===== src/rtl/intc_hwint_if.sv =====
// intc_hwint_if: memory-mapped register bus for the intc_hwint interrupt controller.
// master = bus initiator (CPU side), slave = intc_hwint register window.
interface intc_hwint_if;
    logic        we;
    logic [1:0]  addr;
    logic [31:0] wdata;
    logic [31:0] rdata;

    modport master (output we, output addr, output wdata, input rdata);
    modport slave  (input we, input addr, input wdata, output rdata);
endinterface


===== src/rtl/intc_hwint.sv =====
// intc_hwint: six-source interrupt controller feeding CP0 HWInt[5:0].
// Per-source edge/level conditioning, pending latch with W1C, output mask,
// lowest-index priority report and a saturating lost-edge counter.
// Optional feature macro: INTC_SYNC_EN -- when defined, each irq_in line passes
// through a 2-flop synchronizer before conditioning (for asynchronous lines).
module intc_hwint (
    input  logic            clk,
    input  logic            reset,
    input  logic [5:0]      irq_in,
    intc_hwint_if.slave     bus,
    output logic [5:0]      hw_int,
    output logic            irq_any
);

    localparam int NSRC = 6;

    localparam logic [1:0] ADDR_MODE    = 2'd0;
    localparam logic [1:0] ADDR_MASK    = 2'd1;
    localparam logic [1:0] ADDR_PENDING = 2'd2;
    localparam logic [1:0] ADDR_STATUS  = 2'd3;

    // Index of the lowest set bit, or 7 when no bit is set.
    function automatic logic [2:0] lowest_set(input logic [NSRC-1:0] v);
        logic [2:0] idx;
        idx = 3'd7;
        for (int i = NSRC - 1; i >= 0; i--) begin
            if (v[i]) begin
                idx = 3'(i);
            end else begin
                idx = idx;
            end
        end
        return idx;
    endfunction

    logic [NSRC-1:0] s_s;
    logic [NSRC-1:0] prev_q,    prev_d;
    logic [NSRC-1:0] mode_q,    mode_d;
    logic [NSRC-1:0] mask_q,    mask_d;
    logic [NSRC-1:0] pending_q, pending_d;
    logic [15:0]     lost_q,    lost_d;

    logic [NSRC-1:0] rise_s;
    logic [NSRC-1:0] w1c_s;
    logic            lost_hit_s;
    logic            wr_mode_s, wr_mask_s, wr_pend_s, wr_status_s;
    logic [2:0]      prio_s;
    logic            wdata_unused_s;

    assign wdata_unused_s = ^bus.wdata[31:NSRC];

`ifdef INTC_SYNC_EN
    logic [NSRC-1:0] sync1_q, sync2_q;

    // Two-flop synchronizer for asynchronous request lines.
    always_ff @(posedge clk or posedge reset) begin
        if (reset) begin
            sync1_q <= 6'd0;
            sync2_q <= 6'd0;
        end else begin
            sync1_q <= irq_in;
            sync2_q <= sync1_q;
        end
    end

    assign s_s = sync2_q;
`else
    assign s_s = irq_in;
`endif

    // Bus write decode and next-state computation for all registers.
    always_comb begin
        wr_mode_s   = bus.we && (bus.addr == ADDR_MODE);
        wr_mask_s   = bus.we && (bus.addr == ADDR_MASK);
        wr_pend_s   = bus.we && (bus.addr == ADDR_PENDING);
        wr_status_s = bus.we && (bus.addr == ADDR_STATUS);

        // Rises only matter for edge-mode sources; MODE in effect is the registered one.
        rise_s     = s_s & ~prev_q & mode_q;
        lost_hit_s = |(rise_s & pending_q);

        if (wr_pend_s) begin
            w1c_s = bus.wdata[NSRC-1:0];
        end else begin
            w1c_s = 6'd0;
        end

        // Edge bits: set wins over W1C. Level bits: follow the sample.
        pending_d = (mode_q & ((pending_q & ~w1c_s) | rise_s)) | (~mode_q & s_s);
        prev_d    = s_s;

        if (wr_mode_s) begin
            mode_d = bus.wdata[NSRC-1:0];
        end else begin
            mode_d = mode_q;
        end

        if (wr_mask_s) begin
            mask_d = bus.wdata[NSRC-1:0];
        end else begin
            mask_d = mask_q;
        end

        // STATUS write clears LOST and takes precedence over a same-cycle increment.
        if (wr_status_s) begin
            lost_d = 16'd0;
        end else if (lost_hit_s && (lost_q != 16'hFFFF)) begin
            lost_d = lost_q + 16'd1;
        end else begin
            lost_d = lost_q;
        end
    end

    // Controller state registers.
    always_ff @(posedge clk or posedge reset) begin
        if (reset) begin
            prev_q    <= 6'd0;
            mode_q    <= 6'd0;
            mask_q    <= 6'd0;
            pending_q <= 6'd0;
            lost_q    <= 16'd0;
        end else begin
            prev_q    <= prev_d;
            mode_q    <= mode_d;
            mask_q    <= mask_d;
            pending_q <= pending_d;
            lost_q    <= lost_d;
        end
    end

    // Masked interrupt outputs; no combinational path from irq_in.
    always_comb begin
        hw_int  = pending_q & mask_q;
        irq_any = |hw_int;
        prio_s  = lowest_set(hw_int);
    end

    // Combinational register read mux.
    always_comb begin
        case (bus.addr)
            ADDR_MODE:    bus.rdata = {26'd0, mode_q};
            ADDR_MASK:    bus.rdata = {26'd0, mask_q};
            ADDR_PENDING: bus.rdata = {26'd0, pending_q};
            ADDR_STATUS:  bus.rdata = {lost_q, 12'd0, irq_any, prio_s};
            default:      bus.rdata = 32'd0;
        endcase
    end

endmodule


===== src/flat_wrapper.sv =====
// flat-port wrapper written by rule: the top's interface ports become plain ports
module intc_hwint_flat 
  (clk, reset, irq_in, hw_int, irq_any, bus_we, bus_addr, bus_wdata, bus_rdata);
  intc_hwint_if bus_i ();
  input  logic clk;
  input  logic reset;
  input  logic [5:0] irq_in;
  output logic [5:0] hw_int;
  output logic irq_any;
  input wire logic [$bits(bus_i.we)-1:0] bus_we;
  input wire logic [$bits(bus_i.addr)-1:0] bus_addr;
  input wire logic [$bits(bus_i.wdata)-1:0] bus_wdata;
  output wire logic [$bits(bus_i.rdata)-1:0] bus_rdata;
  assign bus_i.we = bus_we;
  assign bus_i.addr = bus_addr;
  assign bus_i.wdata = bus_wdata;
  assign bus_rdata = bus_i.rdata;
  intc_hwint u_core (.clk(clk), .reset(reset), .irq_in(irq_in), .bus(bus_i), .hw_int(hw_int), .irq_any(irq_any));
endmodule

===== config.mk =====
export PLATFORM = sky130hd
export DESIGN_NAME = intc_hwint_flat
export DESIGN_NICKNAME = d
export VERILOG_FILES = /design/src/rtl/intc_hwint_if.sv /design/src/rtl/intc_hwint.sv /design/src/flat_wrapper.sv
export SDC_FILE = /design/constraint.sdc
export NUM_CORES = 1
export LEC_CHECK = 0
export CAP_MARGIN = 15
export CORE_UTILIZATION = 39
export DETAILED_ROUTE_END_ITERATION = 12
export PLACE_DENSITY = 0.78
export SKIP_CTS_REPAIR_TIMING = 1
export SLEW_MARGIN = 10
export SYNTH_ARGS = -nofsm -noshare
export SYNTH_HDL_FRONTEND = slang
export SYNTH_SLANG_ARGS = --single-unit

===== constraint.sdc =====
create_clock -name clk -period 2.3 [get_ports clk]
set_input_delay 0.46 -clock clk [delete_from_list [all_inputs] [get_ports clk]]
set_output_delay 0.46 -clock clk [all_outputs]
set_load 0.05 [all_outputs]

After elaboration in Yosys (flattened, before gate mapping)
Index checks and enable logic that the tools add are counted.

storage, ports and cells
  register bits = 40
  output and inout port bits = 39

operators by class
  $add $sub $neg = 1
  reductions and logical operators = 9
  bitwise operators = 12
  multiplexer cells = 10
  eq/ne operators = 4

operators with widths
  operator                                                         number
  32-bit case mux with 4 select lines                              1
  6-bit bitwise AND                                                7
  16-bit 2-to-1 mux                                                2
  6-bit inverter                                                   3
  16-bit by 1-bit adder with 16-bit output, second input constant  1
  16-bit != test, second input constant                            1
  3-bit 2-to-1 mux                                                 4
  6-bit OR                                                         2
  6-bit OR reduction                                               2
  6-bit 2-to-1 mux                                                 1
  1-bit logical AND                                                5
  2-bit == test, second input constant                             2
  2-bit 2-to-1 mux                                                 2
  2-bit by 1-bit == test with 1-bit output, second input constant  1
  2-bit logical NOT                                                1
  2-bit nonzero test                                               1

Longest topological paths before layout
  depth in word-level cells = 8
  depth in mapped cells = 7

Worst setup path before layout
No wires, ideal clock.

  path kind = flip-flop to output port
  from = register u_core.pending_q[2]
  to = output port bus_rdata[3]
  data arrival time = 2144 ps
  stages on the path, launching flop included = 5
  setup slack = -304 ps
  data required time = 1840 ps
  path through = dfrtp_1 and2_1 nor2_1 or4b_4 mux4_2

on the way
  word-level cells in the longest chain between the ends = 3

ends and longest elaborated chain
  what                                 line                text
  start, declared                      intc_hwint.sv:40    logic [NSRC-1:0] pending_q, pending_d;
  start signal, assigned               intc_hwint.sv:126   pending_q <= pending_d;
  6-bit bitwise AND                    intc_hwint.sv:133   hw_int = pending_q & mask_q;
  via hw_int[2]                        flat_wrapper.sv:8   output logic [5:0] hw_int;
  6-bit OR reduction                   intc_hwint.sv:134   irq_any = |hw_int;
  via irq_any                          flat_wrapper.sv:9   output logic irq_any;
  32-bit case mux with 4 select lines  intc_hwint.sv:140   case (bus.addr)
  end, declared                        flat_wrapper.sv:13  output wire logic [$bits(bus_i.rdata)-1:0] bus_rdata;

The timed path passes the listed nets, and every way through them passes these cells. The select of a mux whose other input is x is not followed.

Worst setup path in the final report
  from = register u_core.pending_q[5]
  to = output port bus_rdata[3]

on the way
  word-level cells in the longest chain between the ends = 3

ends and longest elaborated chain
  what                                 line
  6-bit bitwise AND                    intc_hwint.sv:133
  6-bit OR reduction                   intc_hwint.sv:134
  32-bit case mux with 4 select lines  intc_hwint.sv:140

No other way between the ends. The select of a mux whose other input is x is not followed.

==> flow_summary.toml <==
[timing]
period_needed_ns = 2.75
fin_skew_ns = 0.00684
finalSetupTns_ns = -0.466
final.period_utilization_pct = 119
max_freq_mhz = 364
rsz0062_at_grt = "yes"
tightest_slew_ns = 0.515
setup_violations = 2
maxSlewViolCount = 0
relSlewSlack_pct = 65.5
fin_ws_ns = -0.448
hold_viol_final = 0

[status]
failed_checks = "setup timing"
outcome = "finished with violations"

[placement]
placed_area_um2 = 3160
dp.final_hpwl_um = 4100
port-buffer-count = 45
pre_cts_slack_ns = -0.0782
routabilityCongestion = 0.801

[worst_setup_path]
slowest_stage = "or4b_4"
rrSetupSlack_ns = 0.45
slowest_delay_ns = 0.50
critPathTopFamily = "simple AND/OR/NAND/NOR gates"
worst-path-stages = 5
worst_setup_path_start_kind = "flip-flop"
worstPathRequired_ns = 1.84
r2r_cells = 6
r2r_end = "u_core.lost_q[10]"
crit_type = "reg2out"
endpoint = "bus_rdata[3]"
r2r_start = "u_core.lost_q[0]"
cp.buffers_inverters = 1
cp_max_fo = 2
crit_arrival_ns = 2.29
crit_start = "u_core.pending_q[5]"
endpoint_kind = "primary output"
worstPathCellList = "and2_4 -> or2_1 -> or4b_4 -> mux4_2 -> buf_8"

[clock_tree]
cts_sinks = 40
htree_levels = 2
cts_max_path_buffers = 2
clk_pin_slew_ns = 0.07
clock_latency_ns = 0.29
cts_root_buffer = "clkbuf_8"
cts_tree = "built"
cts-buffers-inserted = 5

[yosys]
synth-seq-cells = 40
synth-edff-count = 0
yosys.area.top_type = "dfrtp_1"
ys_top_cells_by_count = "40 x dfrtp_1, 25 x nand2_1, 17 x a21oi_1, 17 x and3_1"
async_flop_share_pct = 100
yosys_warnings = 0
yosysSeqAreaShare_pct = 43.4
synthTopCellsByArea = "dfrtp_1 43%, mux2_2 5.9%, and3_1 4.6%"
synthCells = 238
avgSynthCellArea_um2 = 9.69
synth-main-ff-cell = "dfrtp_1"
synth_most_common_cell = "dfrtp_1"
synth_top_area_share_pct = 43.4
ys_types = 43
syn_area_um2 = 2310

[floorplan]
ioPinCount = 82
rows = 27
core_area_um2 = 5610
die_area_um2 = 6230
start_util_pct = 41.1
die_h_um = 78.9
die_w_um = 78.9

[detailed_routing]
vias = 2124
post_drt_wl_per_cell_um = 15.9
drc = 0
vias_per_cell = 5.62
wl_um = 6000
dr.pass1.iters = 4
drtIter0Drc = 192
antenna_left = 0

[power]
vdd_drop_max_mv = 0.399
pwr-share-comb_pct = 40.8
powerDensity_nw_per_um2 = 693
switching_share_pct = 36.3
p_seq_share_pct = 38.4
power.leakage_uw = 0.00143
switchingPower_uw = 836
p_int_uw = 1470
finalPower_uw = 2300
clockPowerShare_pct = 20.8

[global_routing]
antenna_found_initial = 0
grt_remaining_overflow = 0
grt_max_degree = 41
grt_usage_pct = 19.7
grt_pass1_vias = 2008
grt_pass1_wl_um = 9530

[final_layout]
antenna_cells = 0
areaGrowthSynthToFinish_pct = 44.0
drive_above_1_share_pct = 28.4
design_area_um2 = 3320
final_util_pct = 59.3
nets = 349

[run]
cap_violations = 0

[hold_path]
hp-class = "reg2reg"
==> metrics by stage <==
stage | hold slack [ns] | instances
floorplan | 0.459 | 247
global placement | 0.490 | 365
detailed placement | 0.490 | 365
CTS | 0.501 | 373
global route | 0.546 | 378
finish | 0.499 | 378
==> kinds of logic (layout without fill, tap and decap cells) <==
kind of cell / count (synthesis) / after routing / synth area share [%]
adder cells (fa/ha/maj): 1 / 1 / 0.542
multiplexers: 16 / 16 / 8.68
flip-flops: 40 / 40 / 43.4
other: 1 / 10 / 0.163
AO/OA/AOI/OAI: 45 / 45 / 13.2
AND/OR/NAND/NOR: 106 / 106 / 27.4
buffers and inverters: 29 / 88 / 6.62
==> layout by cell type, fill, tap and decap left out, types with 5 or more instances in the layout <==
master	count
a21oi_1	17
nor2_1	6
conb_1	10
and3_1	17
or3_1	5
a32o_1	5
clkdlybuf4s50_1	20
inv_1	5
nand4_1	6
nand2_1	25
o31ai_1	12
nand3_1	6
nand4b_1	6
dfrtp_1	40
or4_1	10
clkbuf_8	6
buf_12	22
buf_4	29
mux2_2	12
==> worst min path at each step <==
stage / slack [ns] / end / cells past startpoint / startpoint
after floorplan: 0.46 / u_core.lost_q[14] / 1 / u_core.lost_q[14]
after global placement: 0.49 / u_core.lost_q[14] / 1 / u_core.lost_q[14]
after detailed placement: 0.49 / u_core.lost_q[14] / 1 / u_core.lost_q[14]
after CTS: 0.50 / u_core.lost_q[14] / 1 / u_core.lost_q[14]
after global routing: 0.55 / u_core.lost_q[14] / 1 / u_core.lost_q[14]
final: 0.50 / u_core.lost_q[14] / 1 / u_core.lost_q[14]
==> power by group through the flow <==
stage	registers (uW)	logic, uW	clock network [uW]
finish	885	940	480
detailed placement	897	873	0
global placement	888	857	0
CTS	883	880	492
global route	900	1000	523
floorplan	877	539	0
==> cell type report <==
| cell class | instances | area, um^2 |
|---|---|---|
| clock buffer | 8 | 90.1 |
| sequential | 40 | 1000 |
| multi-input combinational | 178 | 1210 |
| fill | 455 | 2280 |
| tap | 72 | 90.1 |
| inverter | 5 | 18.8 |
| timing repair buffer | 75 | 910 |
==> per-layer routing <==
layer	wire length [um]	vias up	track usage [%]
met2	2900	74	32.1
li1	-	1007	-
met5	0	-	0
met3	241	16	3.33
met1	2650	1027	25.6
met4	206	0	9.27
==> state kept, by name, indices dropped and copies added (netlist names) <==
name and cells:
u_core.prev_q 6, u_core.mask_q 6, u_core.lost_q 16, u_core.mode_q 6
u_core.pending_q 6
No activity file was read; power rests on OpenSTA's default activity.
